==> src/rtl/usart_pkg.sv <==
// Shared USART definitions: receiver state encoding and framing constants
// common to the receiver, the transmitter and the baud tick generator.
package usart_pkg;

  localparam int OVERSAMPLE = 16;
  localparam int DIV_WIDTH  = 12;
  localparam int DATA_BITS  = 8;

  typedef enum logic [2:0] {
    IDLE,
    START,
    DATA,
    STOP,
    WAIT_IDLE
  } rx_state_e;

endpackage

==> src/rtl/usart_rx_if.sv <==
// Host-side register handshake of the USART receiver: the received byte,
// its status flags and the host acknowledge.
interface usart_rx_if;
  import usart_pkg::*;

  logic [DATA_BITS-1:0] data_out;
  logic                 available;
  logic                 error;
  logic                 acknowledge;

  // Receiver side presents the byte and flags, host side acknowledges
  modport slave (
    output data_out,
    output available,
    output error,
    input  acknowledge
  );

  modport master (
    input  data_out,
    input  available,
    input  error,
    output acknowledge
  );

endinterface

==> src/rtl/usart_baud_tick.sv <==
// Oversample prescaler: counts 0..divisor and emits a one-clock tick on the
// wrap. Held at zero while clear is asserted so the tick phase can be
// aligned to an external event such as a start edge.
module usart_baud_tick
  import usart_pkg::*;
(
  input  logic                 clk,
  input  logic                 rst_n,
  input  logic                 clear_i,
  input  logic [DIV_WIDTH-1:0] divisor_i,
  output logic                 tick_o
);

  logic [DIV_WIDTH-1:0] count_q, count_d;

  // The >= keeps the counter from running away if the divisor shrinks
  assign tick_o = !clear_i && (count_q >= divisor_i);

  // Next count: hold at zero when cleared, restart on every tick
  always_comb begin
    count_d = count_q;
    if (clear_i || tick_o) begin
      count_d = '0;
    end else begin
      count_d = count_q + DIV_WIDTH'(1);
    end
  end

  // Counter register
  always_ff @(posedge clk or negedge rst_n) begin
    if (!rst_n) begin
      count_q <= '0;
    end else begin
      count_q <= count_d;
    end
  end

endmodule

==> src/rtl/usart_rx.sv <==
// USART receiver: 16x oversampled 8N1 deframer with a host handshake.
// The byte is held with an available flag until acknowledged; framing and
// overrun problems raise a sticky error flag.
module usart_rx
  import usart_pkg::*;
(
  input  logic                 comm_clock,
  input  logic                 reset,
  input  logic [DIV_WIDTH-1:0] clocks_per_bit,
  input  logic                 rx_pin,
  usart_rx_if.slave            host
);

  localparam int TCNT_W = $clog2(OVERSAMPLE);
  localparam int BIT_W  = $clog2(DATA_BITS);
  localparam logic [TCNT_W-1:0] TCNT_MID  = TCNT_W'(OVERSAMPLE / 2 - 1);
  localparam logic [TCNT_W-1:0] TCNT_LAST = TCNT_W'(OVERSAMPLE - 1);
  localparam logic [BIT_W-1:0]  BIT_LAST  = BIT_W'(DATA_BITS - 1);

  logic                 rxMeta_q, rxs_q;
  rx_state_e            state_q, state_d;
  logic [TCNT_W-1:0]    tcnt_q, tcnt_d;
  logic [BIT_W-1:0]     bitIdx_q, bitIdx_d;
  logic [DATA_BITS-1:0] shift_q, shift_d;
  logic [DATA_BITS-1:0] dataOut_q, dataOut_d;
  logic                 avail_q, avail_d;
  logic                 err_q, err_d;
  logic                 baudTick;
  logic                 frameDone;
  logic                 framingErr;

  // Prescaler is parked in IDLE so sampling phase starts at the start edge
  usart_baud_tick u_baud_tick (
    .clk       (comm_clock),
    .rst_n     (reset),
    .clear_i   (state_q == IDLE),
    .divisor_i (clocks_per_bit),
    .tick_o    (baudTick)
  );

  // Two-flop synchronizer; resets to the idle line level to avoid a false start
  always_ff @(posedge comm_clock or negedge reset) begin
    if (!reset) begin
      rxMeta_q <= 1'b1;
      rxs_q    <= 1'b1;
    end else begin
      rxMeta_q <= rx_pin;
      rxs_q    <= rxMeta_q;
    end
  end

  // Frame sequencing: start validation, mid-bit data sampling, stop check
  always_comb begin
    state_d    = state_q;
    tcnt_d     = tcnt_q;
    bitIdx_d   = bitIdx_q;
    shift_d    = shift_q;
    frameDone  = 1'b0;
    framingErr = 1'b0;
    case (state_q)
      IDLE: begin
        tcnt_d   = '0;
        bitIdx_d = '0;
        if (!rxs_q) begin
          state_d = START;
        end
      end
      START: begin
        if (baudTick) begin
          if (tcnt_q == TCNT_MID) begin
            tcnt_d   = '0;
            bitIdx_d = '0;
            state_d  = rxs_q ? IDLE : DATA;
          end else begin
            tcnt_d = tcnt_q + TCNT_W'(1);
          end
        end
      end
      DATA: begin
        if (baudTick) begin
          tcnt_d = tcnt_q + TCNT_W'(1);
          if (tcnt_q == TCNT_LAST) begin
            shift_d = {rxs_q, shift_q[DATA_BITS-1:1]};
            if (bitIdx_q == BIT_LAST) begin
              bitIdx_d = '0;
              state_d  = STOP;
            end else begin
              bitIdx_d = bitIdx_q + BIT_W'(1);
            end
          end
        end
      end
      STOP: begin
        if (baudTick) begin
          tcnt_d = tcnt_q + TCNT_W'(1);
          if (tcnt_q == TCNT_LAST) begin
            frameDone  = 1'b1;
            framingErr = !rxs_q;
            state_d    = rxs_q ? IDLE : WAIT_IDLE;
          end
        end
      end
      WAIT_IDLE: begin
        if (rxs_q) begin
          state_d = IDLE;
        end
      end
      default: begin
        state_d = IDLE;
      end
    endcase
  end

  // Host flags: a completing frame beats a simultaneous acknowledge
  always_comb begin
    dataOut_d = dataOut_q;
    avail_d   = avail_q;
    err_d     = err_q;
    if (frameDone) begin
      dataOut_d = shift_q;
      avail_d   = 1'b1;
      err_d     = (err_q && !host.acknowledge)
                | (avail_q && !host.acknowledge)
                | framingErr;
    end else if (host.acknowledge) begin
      avail_d = 1'b0;
      err_d   = 1'b0;
    end
  end

  // State and datapath registers
  always_ff @(posedge comm_clock or negedge reset) begin
    if (!reset) begin
      state_q   <= IDLE;
      tcnt_q    <= '0;
      bitIdx_q  <= '0;
      shift_q   <= '0;
      dataOut_q <= '0;
      avail_q   <= 1'b0;
      err_q     <= 1'b0;
    end else begin
      state_q   <= state_d;
      tcnt_q    <= tcnt_d;
      bitIdx_q  <= bitIdx_d;
      shift_q   <= shift_d;
      dataOut_q <= dataOut_d;
      avail_q   <= avail_d;
      err_q     <= err_d;
    end
  end

  assign host.data_out  = dataOut_q;
  assign host.available = avail_q;
  assign host.error     = err_q;

endmodule

==> src/flat_wrapper.sv <==
// flat-port wrapper written by rule: the top's interface ports become plain ports
module usart_rx_flat import usart_pkg::*;
  (comm_clock, reset, clocks_per_bit, rx_pin, host_data_out, host_available, host_error, host_acknowledge);
  usart_rx_if host_i ();
  input  logic comm_clock;
  input  logic reset;
  input  logic [DIV_WIDTH-1:0] clocks_per_bit;
  input  logic rx_pin;
  output wire logic [$bits(host_i.data_out)-1:0] host_data_out;
  output wire logic [$bits(host_i.available)-1:0] host_available;
  output wire logic [$bits(host_i.error)-1:0] host_error;
  input wire logic [$bits(host_i.acknowledge)-1:0] host_acknowledge;
  assign host_data_out = host_i.data_out;
  assign host_available = host_i.available;
  assign host_error = host_i.error;
  assign host_i.acknowledge = host_acknowledge;
  usart_rx u_core (.comm_clock(comm_clock), .reset(reset), .clocks_per_bit(clocks_per_bit), .rx_pin(rx_pin), .host(host_i));
endmodule
==> config.mk <==
export PLATFORM = sky130hd
export DESIGN_NAME = usart_rx_flat
export DESIGN_NICKNAME = d
export VERILOG_FILES = /design/src/rtl/usart_pkg.sv /design/src/rtl/usart_rx_if.sv /design/src/rtl/usart_baud_tick.sv /design/src/rtl/usart_rx.sv /design/src/flat_wrapper.sv
export SDC_FILE = /design/constraint.sdc
export NUM_CORES = 1
export LEC_CHECK = 0
export ABC_AREA = 1
export ABC_CLOCK_PERIOD_IN_PS = 1600
export BUFFER_PORTS_ARGS = -buffer_cell sky130_fd_sc_hd__buf_2
export CORE_MARGIN = 2
export CORE_UTILIZATION = 52
export DETAILED_ROUTE_END_ITERATION = 10
export PLACE_DENSITY = 0.73
export SLEW_MARGIN = 15
export SYNTH_ARGS = -nofsm -noshare
export SYNTH_HDL_FRONTEND = slang
export SYNTH_SLANG_ARGS = --single-unit
==> constraint.sdc <==
create_clock -name comm_clock -period 1.6 [get_ports comm_clock]
set_input_delay 0 -clock comm_clock [delete_from_list [all_inputs] [get_ports comm_clock]]
set_output_delay 0 -clock comm_clock [all_outputs]
set_load 0.01 [all_outputs]
==> impl_metrics.xml, run 1 <==
<?xml version="1.0" encoding="UTF-8"?>
<metrics>
  <group name="detailed_routing">
    <metric name="routed_wirelength" unit="mm">5.07</metric>
    <metric name="route.vias.total" unit="">1962</metric>
    <metric name="ant_nets" unit="">0</metric>
    <metric name="wl_per_cell" unit="um">13.2</metric>
    <metric name="drt_drc_violations_left" unit="">0</metric>
    <metric name="vias_per_cell" unit="">5.12</metric>
    <metric name="drt_iter0_markers" unit="">87</metric>
    <metric name="detailedRoute.firstPassIterationCount" unit="">4</metric>
  </group>
  <group name="worst_setup_path">
    <metric name="critical_path.top_delay_family" unit="">simple AND/OR/NAND/NOR gates</metric>
    <metric name="critPathLaunchType" unit="">flop</metric>
    <metric name="timing.critical_path.slowest_stage_cell" unit="">dfrtp_1</metric>
    <metric name="required_arrival_time_at_the_worst_endpoint" unit="ns">1.79</metric>
    <metric name="crit_path_end_kind" unit="">flop</metric>
    <metric name="worst_setup_path_startpoint" unit="">u_core.u_baud_tick.count_q[10]</metric>
    <metric name="crit-reg2reg-launch" unit="">u_core.u_baud_tick.count_q[10]</metric>
    <metric name="cp.arrival" unit="ns">2.01</metric>
    <metric name="path_cells" unit="">ha_4 -&gt; nand2_4 -&gt; nor2_4 -&gt; nand2_2 -&gt; nor2_2 -&gt; nand2_2 -&gt; nand2_4 -&gt; nand2_4 -&gt; clkinv_8 -&gt; nand2_4 -&gt; nand2_2 -&gt; o21ai_2</metric>
    <metric name="critical-path-top-cell-by-count" unit="">nand2_4</metric>
    <metric name="worstPathMaxFanout" unit="">6</metric>
    <metric name="worst_path_largest_cell_delay" unit="ns">0.43</metric>
    <metric name="worst-setup-path-type" unit="">reg2reg</metric>
    <metric name="worstPathBufferInverterCount" unit="">1</metric>
  </group>
  <group name="sta">
    <metric name="finalHoldViolCount" unit="">0</metric>
    <metric name="timing_max_transition_violations_final" unit="">0</metric>
    <metric name="final_period_utilization" unit="%">114</metric>
    <metric name="grt_setup_unrepaired" unit="">yes</metric>
    <metric name="timing.final.crit_period" unit="ns">1.82</metric>
    <metric name="finClkSkew" unit="ns">0.0109</metric>
    <metric name="worstMarginPinSlew" unit="ns">0.635</metric>
    <metric name="timing.final.setup_violations" unit="">40</metric>
    <metric name="slew-limit-headroom" unit="%">57.5</metric>
    <metric name="final_critical_path_setup_slack" unit="ns">-0.220</metric>
    <metric name="clock.fmax" unit="GHz">0.549</metric>
  </group>
  <group name="pwr">
    <metric name="peakVddDrop" unit="uV">759</metric>
    <metric name="static-leakage-power" unit="nW">1.55</metric>
    <metric name="switching_share" unit="%">35.9</metric>
    <metric name="pwr-share-clk" unit="%">26.2</metric>
    <metric name="pwr_density_cell" unit="nW/um^2">998</metric>
    <metric name="power.sequential.fraction" unit="%">39.1</metric>
    <metric name="report.power.total" unit="W">0.00314</metric>
    <metric name="intPower" unit="W">0.00202</metric>
    <metric name="p_switching" unit="W">0.00113</metric>
    <metric name="power.share.combinational" unit="%">34.7</metric>
  </group>
  <group name="global_route">
    <metric name="via_count_of_the_first_global_routing_pass" unit="">1957</metric>
    <metric name="grt_max_degree" unit="">43</metric>
    <metric name="grt_antenna_before_repair" unit="">0</metric>
    <metric name="groute.usage.overall" unit="%">21.0</metric>
    <metric name="total_overflow_reported_by_the_global_router" unit="">0</metric>
    <metric name="global_route_wire_length_before_repair" unit="mm">8.34</metric>
  </group>
  <group name="outcome">
    <metric name="run_status" unit="">finished, violations left</metric>
    <metric name="failing_checks" unit="">setup timing</metric>
  </group>
  <group name="clock_network">
    <metric name="htree_levels" unit="">2</metric>
    <metric name="cts_buffer_depth" unit="">2</metric>
    <metric name="master_cell_of_the_clock_root_buffer" unit="">clkbuf_8</metric>
    <metric name="cts_num_sinks" unit="">42</metric>
    <metric name="cts_tree" unit="">yes</metric>
    <metric name="clk_pin_slew_worst_paths" unit="ns">0.08</metric>
    <metric name="clock_insertion_delay_worst_skew" unit="ns">0.29</metric>
    <metric name="tritoncts.num_buffers" unit="">5</metric>
  </group>
  <group name="yosys">
    <metric name="largest_cells_by_area_after_synthesis" unit="">dfrtp_1 43%, nand2_1 10%, ha_1 8.5%</metric>
    <metric name="synth_enable_flop_cells" unit="">0</metric>
    <metric name="synth_top_area_share" unit="%">42.7</metric>
    <metric name="average_instance_area_after_synthesis" unit="sq um">8.59</metric>
    <metric name="syn-instance-count" unit="">273</metric>
    <metric name="ys_ff_latch" unit="">42</metric>
    <metric name="yosys_warnings" unit="">0</metric>
    <metric name="cell_taking_the_most_area_after_synthesis" unit="">dfrtp_1</metric>
    <metric name="post_syn_area" unit="sq um">2340</metric>
    <metric name="yosys.cell_types.count" unit="">32</metric>
    <metric name="fraction_of_the_yosys_area_taken_by_sequential_cells" unit="%">44.9</metric>
    <metric name="dominantRegCellSynth" unit="">dfrtp_1</metric>
    <metric name="count_leader_synth" unit="">nand2_1</metric>
    <metric name="synth_nets" unit="">305</metric>
    <metric name="synthTopCellsByCount" unit="">65 x nand2_1, 41 x inv_1, 40 x dfrtp_1</metric>
    <metric name="postSynth.asyncResetShare" unit="%">100</metric>
  </group>
  <group name="layout">
    <metric name="drive_gt1_share" unit="%">41.4</metric>
    <metric name="stdcell_count" unit="">383</metric>
    <metric name="flow.area_growth_from_synthesis" unit="%">34.3</metric>
    <metric name="insertedDiodeCount" unit="">0</metric>
    <metric name="post-route-cell-area" unit="sq um">3150</metric>
    <metric name="number_of_fillers_in_the_final_layout" unit="">323</metric>
    <metric name="num-nets-final" unit="">362</metric>
    <metric name="final_util" unit="%">72.3</metric>
  </group>
  <group name="placement">
    <metric name="place.detailed.hpwl" unit="mm">3.10</metric>
    <metric name="post-place-cells" unit="">363</metric>
    <metric name="port-buffer-count" unit="">25</metric>
    <metric name="gpl.final_weighted_congestion" unit="">0.853</metric>
    <metric name="post_dp_cell_area" unit="sq um">2630</metric>
    <metric name="detailedPlace.worstSlack" unit="ns">-0.200</metric>
  </group>
  <group name="hold_path">
    <metric name="holdCritPathClass" unit="">in2async</metric>
  </group>
  <group name="die">
    <metric name="ioPinCount" unit="">26</metric>
    <metric name="floorplan.die.width" unit="um">71.2</metric>
    <metric name="start_util" unit="%">53.9</metric>
    <metric name="die_h" unit="um">71.2</metric>
    <metric name="design.core.area" unit="sq um">4350</metric>
    <metric name="floorplan.die_area" unit="sq um">5060</metric>
    <metric name="row_count" unit="">24</metric>
  </group>
  <group name="flow_run">
    <metric name="maxCapViolations" unit="">0</metric>
  </group>
</metrics>
==> registers in the layout, summed over array words and instances, names as in the netlist <==
signal,count
u_core.rxs_q,1
u_core.state_q,3
u_core.tcnt_q,4
u_core.shift_q,8
u_core.rxMeta_q,1
u_core.host.error,1
u_core.host.data_out,8
u_core.u_baud_tick.count_q,12
u_core.host.available,1
u_core.bitIdx_q,3
==> logic make-up after synthesis <==
family / after synthesis / share of synthesized area [%]
AND/OR/NAND/NOR: 126 / 25.1
buffers and inverters: 48 / 8.48
flip-flops: 42 / 44.9
AO/OA/AOI/OAI: 35 / 10.7
adder cells (fa/ha/maj): 16 / 8.54
XOR/XNOR: 6 / 2.24
==> worst reg2reg max path, delay by kind of cell (launching register included) <==
family	cells	cell delay, ns
buf+inv	1	0.11
compound gates	1	0.05
flops	1	0.43
fa+ha+maj	1	0.29
simple gates	9	0.84
==> routing by layer <==
| layer | vias to the layer above | part of all wire (%) | track usage (%) |
|---|---|---|---|
| met5 | - | 0 | 0 |
| met2 | 36 | 53 | 35.7 |
| met3 | 11 | 2.6 | 2.85 |
| met1 | 933 | 43 | 26.2 |
| met4 | 0 | 2.2 | 10.3 |
| li1 | 982 | - | - |
==> power by group through the flow <==
| stage | combinational, W | sequential [W] | clock (W) |
|---|---|---|---|
| floorplan | 0.000605 | 0.00123 | 0 |
| global placement | 0.000780 | 0.00124 | 0 |
| detailed placement | 0.000796 | 0.00125 | 0 |
| CTS | 0.000949 | 0.00123 | 0.000848 |
| global route | 0.00124 | 0.00124 | 0.000889 |
| finish | 0.00109 | 0.00123 | 0.000823 |
==> metrics by stage <==
step                hold WS, ns  TNS (ns)
floorplan                -0.296     -1.35
global placement          0.102     -3.91
detailed placement        0.101     -5.41
CTS                       0.310     -3.57
global route              0.358    -10.46
finish                    0.307     -6.16
==> area by class of cell <==
cell class / instances / area (sq um) / area share [%]
clock buffer: 6 / 72.6 / 2.30
clock inverter: 2 / 37.5 / 1.19
inverter: 45 / 186 / 5.92
multi-input combinational: 187 / 1420 / 45.0
sequential: 42 / 1050 / 33.5
tap: 52 / 65.1 / 2.07
timing repair buffer: 49 / 317 / 10.1
==> layout by cell type, fill, tap and decap left out, types with 2 or more instances in the layout <==
master         netlist  routed
nand2_1             65      46
inv_1               41      40
dfrtp_1             40      40
buf_2                1      25
buf_4                0      20
nand2_2              3      16
nor2_1              23      16
o21ai_2             15      16
ha_1                16      11
nor2_2               6      10
nand3_1             13      10
nand2_4              4       9
o21ai_1              4       7
a21oi_1              6       5
nand2_8              0       5
xor2_1               5       5
ha_4                 0       5
clkbuf_8             0       5
nor2_4               0       3
inv_2                3       3
nand4_1              3       3
nor3b_2              1       3
dlygate4sd3_1        0       3
nor3_4               1       2
a21oi_2              1       2
nand3_4              0       2
nor3_1               3       2
dfstp_2              2       2
==> repair_timing <==
item                                    CTS  global route
hold buffers                              3             0
pin swaps                                 3            11
gates cloned                              3             1
hold endpoints to repair                 43             0
buffers inserted                          2             3
endpoints found under the setup margin   38            40
gates resized for setup                  35            33
==> final timing paths <==
kind / cells after the start / to / slack (ns)
worst max-delay path: 12 / u_core.host.data_out[2] / -0.22
min in group comm_clock: 0 / u_core.rxs_q / 0.36
worst min-delay path: 3 / u_core.tcnt_q[3] / 0.31
worst max register to register: 12 / u_core.host.data_out[2] / -0.22
worst min register to register: 0 / u_core.rxs_q / 0.36
max in group asynchronous: 3 / u_core.rxMeta_q / 0.89
(Power assumes the default switching activity.)
==> run 2: changes to the inputs <==
- CORE_ASPECT_RATIO: default -> 2
- CORE_UTILIZATION: 52 -> 53
- PLACE_DENSITY: 0.73 -> 0.74
- SYNTH_HIERARCHICAL: default -> 1
==> run 2 against run 1 <==
Compared with the run above: the flow still finishes with violations (setup timing); synthesized area grew 3.6%; die area up 2.2%; clock power down 14%; core utilization down 2.5 points; flip-flop and latch count unchanged; routed wire length grew 1.9%; setup slack lost 0.25 ns.
==> impl_metrics.xml, run 2 <==
<?xml version="1.0" encoding="UTF-8"?>
<metrics>
  <group name="layout">
    <metric name="number_of_fillers_in_the_final_layout" unit="">361</metric>
    <metric name="multi_input_comb_area" unit="sq um">1280</metric>
    <metric name="drive_gt1_share" unit="%">33.4</metric>
    <metric name="num-nets-final" unit="">384</metric>
    <metric name="largest_reg_flops" unit="">12</metric>
    <metric name="flow.area_growth_from_synthesis" unit="%">26.0</metric>
    <metric name="seq_area" unit="sq um">1050</metric>
    <metric name="mostFrequentLayoutCells" unit="">65 x nand2_1, 44 x inv_1, 40 x dfrtp_1</metric>
    <metric name="insertedDiodeCount" unit="">0</metric>
    <metric name="final_common_cell" unit="">nand2_1</metric>
    <metric name="max_flop_register" unit="">u_core/u_baud_tick/count_q</metric>
  </group>
  <group name="sta">
    <metric name="timing_max_transition_violations_final" unit="">0</metric>
    <metric name="fin_worst_hold_slack" unit="ns">0.296</metric>
    <metric name="finalHoldViolCount" unit="">0</metric>
    <metric name="final_critical_path_setup_slack" unit="ns">-0.470</metric>
    <metric name="slew-limit-headroom" unit="%">64.3</metric>
    <metric name="grt_setup_unrepaired" unit="">yes</metric>
    <metric name="timing.final.crit_period" unit="ns">2.07</metric>
    <metric name="timing.final.setup_violations" unit="">40</metric>
    <metric name="final_period_utilization" unit="%">129</metric>
    <metric name="finalSetupTns" unit="ns">-12.45</metric>
    <metric name="worstMarginPinSlew" unit="ns">0.536</metric>
    <metric name="clock.fmax" unit="GHz">0.483</metric>
    <metric name="finClkSkew" unit="ns">0.0105</metric>
  </group>
  <group name="placement">
    <metric name="port-buffer-count" unit="">25</metric>
    <metric name="place.detailed.hpwl" unit="mm">3.62</metric>
    <metric name="gpl.final_weighted_congestion" unit="">0.797</metric>
    <metric name="detailedPlace.worstSlack" unit="ns">-0.463</metric>
  </group>
  <group name="worst_setup_path">
    <metric name="timing.critical_path.slowest_stage_cell" unit="">dfrtp_1</metric>
    <metric name="path_cells" unit="">ha_4 -&gt; nand2_4 -&gt; nor2_4 -&gt; nand2_1 -&gt; nor2_1 -&gt; nand2_1 -&gt; a21oi_2 -&gt; buf_4 -&gt; nor2_4 -&gt; nand2_2 -&gt; nand2_2 -&gt; nor2_4 -&gt; nand2_2 -&gt; nand2_1 -&gt; nand2_1</metric>
    <metric name="worstPathMaxFanout" unit="">7</metric>
    <metric name="critPathLaunchType" unit="">flop</metric>
    <metric name="critical_path.top_delay_family" unit="">simple AND/OR/NAND/NOR gates</metric>
    <metric name="critical-path-top-cell-by-count" unit="">nand2_1</metric>
    <metric name="worst-setup-path-type" unit="">reg2reg</metric>
    <metric name="cp.arrival" unit="ns">2.25</metric>
    <metric name="worst_path_largest_cell_delay" unit="ns">0.43</metric>
    <metric name="crit_path_end_kind" unit="">flop</metric>
    <metric name="worstPathBufferInverterCount" unit="">1</metric>
    <metric name="required_arrival_time_at_the_worst_endpoint" unit="ns">1.78</metric>
  </group>
  <group name="yosys">
    <metric name="yosys_warnings" unit="">6</metric>
    <metric name="fraction_of_the_yosys_area_taken_by_sequential_cells" unit="%">43.4</metric>
    <metric name="dominantRegCellSynth" unit="">dfrtp_1</metric>
    <metric name="cell_taking_the_most_area_after_synthesis" unit="">dfrtp_1</metric>
    <metric name="synth_top_area_share" unit="%">41.2</metric>
    <metric name="synth_nets" unit="">323</metric>
    <metric name="yosys.cell_types.count" unit="">27</metric>
    <metric name="count_leader_synth" unit="">nand2_1</metric>
    <metric name="largest_cells_by_area_after_synthesis" unit="">dfrtp_1 41%, nand2_1 12%, ha_1 8.2%</metric>
    <metric name="average_instance_area_after_synthesis" unit="sq um">8.35</metric>
    <metric name="syn-instance-count" unit="">291</metric>
    <metric name="ys_ff_latch" unit="">42</metric>
    <metric name="postSynth.asyncResetShare" unit="%">100</metric>
    <metric name="post_syn_area" unit="sq um">2430</metric>
    <metric name="synth_enable_flop_cells" unit="">0</metric>
    <metric name="synthTopCellsByCount" unit="">75 x nand2_1, 45 x inv_1, 40 x dfrtp_1</metric>
  </group>
  <group name="global_route">
    <metric name="via_count_of_the_first_global_routing_pass" unit="">2138</metric>
    <metric name="global_route_wire_length_before_repair" unit="mm">8.55</metric>
    <metric name="grt_max_degree" unit="">43</metric>
    <metric name="groute.usage.overall" unit="%">21.8</metric>
    <metric name="total_overflow_reported_by_the_global_router" unit="">0</metric>
    <metric name="grt_antenna_before_repair" unit="">0</metric>
  </group>
  <group name="detailed_routing">
    <metric name="drt_iter0_markers" unit="">37</metric>
    <metric name="detailedRoute.firstPassIterationCount" unit="">5</metric>
    <metric name="wl_per_cell" unit="um">12.7</metric>
    <metric name="route.vias.total" unit="">2085</metric>
    <metric name="ant_nets" unit="">0</metric>
    <metric name="drt_drc_violations_left" unit="">0</metric>
    <metric name="vias_per_cell" unit="">5.12</metric>
    <metric name="routed_wirelength" unit="mm">5.17</metric>
  </group>
  <group name="clock_network">
    <metric name="cts_buffer_depth" unit="">2</metric>
    <metric name="tritoncts.num_buffers" unit="">5</metric>
    <metric name="clock_insertion_delay_worst_skew" unit="ns">0.30</metric>
    <metric name="master_cell_of_the_clock_root_buffer" unit="">clkbuf_8</metric>
    <metric name="clk_pin_slew_worst_paths" unit="ns">0.08</metric>
    <metric name="htree_levels" unit="">2</metric>
    <metric name="cts_num_sinks" unit="">42</metric>
    <metric name="cts_tree" unit="">yes</metric>
  </group>
  <group name="outcome">
    <metric name="run_status" unit="">finished, violations left</metric>
    <metric name="failing_checks" unit="">setup timing</metric>
  </group>
  <group name="die">
    <metric name="ioPinCount" unit="">26</metric>
    <metric name="die_h" unit="um">99.7</metric>
    <metric name="floorplan.die_area" unit="sq um">5170</metric>
    <metric name="row_count" unit="">34</metric>
    <metric name="start_util" unit="%">55.4</metric>
    <metric name="design.core.area" unit="sq um">4380</metric>
    <metric name="floorplan.die.width" unit="um">51.9</metric>
  </group>
  <group name="hold_path">
    <metric name="holdCritPathClass" unit="">in2async</metric>
  </group>
  <group name="pwr">
    <metric name="peakVddDrop" unit="uV">739</metric>
    <metric name="static-leakage-power" unit="nW">1.54</metric>
    <metric name="report.power.total" unit="W">0.00296</metric>
    <metric name="pwr_density_cell" unit="nW/um^2">967</metric>
  </group>
  <group name="flow_run">
    <metric name="maxCapViolations" unit="">0</metric>
  </group>
</metrics>
[run 2: changes by cell type after synthesis, moves of 3 or more]
cell,previous run,this run
nand2_1,65,75
o21ai_1,4,11
o21ai_2,15,8
nor2_4,0,5
inv_1,41,45
buf_6,2,5
nand2_4,4,1
nand3_1,13,16
[run 2: path summary, 6_finish.rpt]
kind	startpoint	depth (start not counted)	slack [ns]	endpoint
worst min register to register	u_core/rxMeta_q	0	0.36	u_core/rxs_q
worst min-delay path	reset	3	0.30	u_core/shift_q[5]
worst max register to register	u_core/u_baud_tick/count_q[11]	15	-0.47	u_core/bitIdx_q[1]
min in group comm_clock	rx_pin	2	0.35	u_core/rxMeta_q
worst max-delay path	u_core/u_baud_tick/count_q[11]	15	-0.47	u_core/bitIdx_q[1]
max in group asynchronous	reset	3	0.93	u_core/shift_q[1]
[run 2: cell type report]
class / count / share of cell area (%)
Inverter: 47 / 5.76
Clock inverter: 1 / 0.164
Timing Repair Buffer: 58 / 12.7
Multi-Input combinational cell: 198 / 41.9
Sequential cell: 42 / 34.4
Clock buffer: 7 / 2.82
Tap cell: 54 / 2.21
[run 2: worst min-delay path: stages]
cell and delay, ns:
dlygate4sd3_1 0.52, buf_2 0.09, buf_4 0.44
[run 2: metrics by stage]
stage,instances,util (%),area (sq um)
2_1_floorplan,291,-,2440
5_1_grt,407,69.8,3060
6_report,407,69.8,3060
3_5_place_dp,388,62.7,2750
4_1_cts,402,67.0,2930
3_3_place_gp,388,62.7,2750
[run 2: report_power, final]
part,switching [W],internal [W]
clock network,0.000363,0.000348
registers,0.0000419,0.00113
logic,0.000683,0.000392
[run 2: routing by layer]
metal / wire length, um / global-route usage, %
met1: 1860 / 21.4
met2: 3000 / 42.0
met3: 173 / 2.10
met4: 139 / 11.3
met5: 0 / 0
[run 2: logic make-up (layout without fill, tap and decap cells)]
logic type,count (synthesis),count (layout),synth area share (%)
buf+inv,52,113,9.58
simple gates,142,143,27.9
flops,42,42,43.4
compound gates,32,32,8.35
xor+xnor,7,7,2.52
fa+ha+maj,16,16,8.24
[run 2: timing repair]
action	in CTS	in global routing
buffers inserted	3	4
pin swaps	1	6
cloned	0	1
gates resized for setup	7	16
endpoints found under the setup margin	40	40
hold endpoints to repair	43	0
hold buffers	3	0
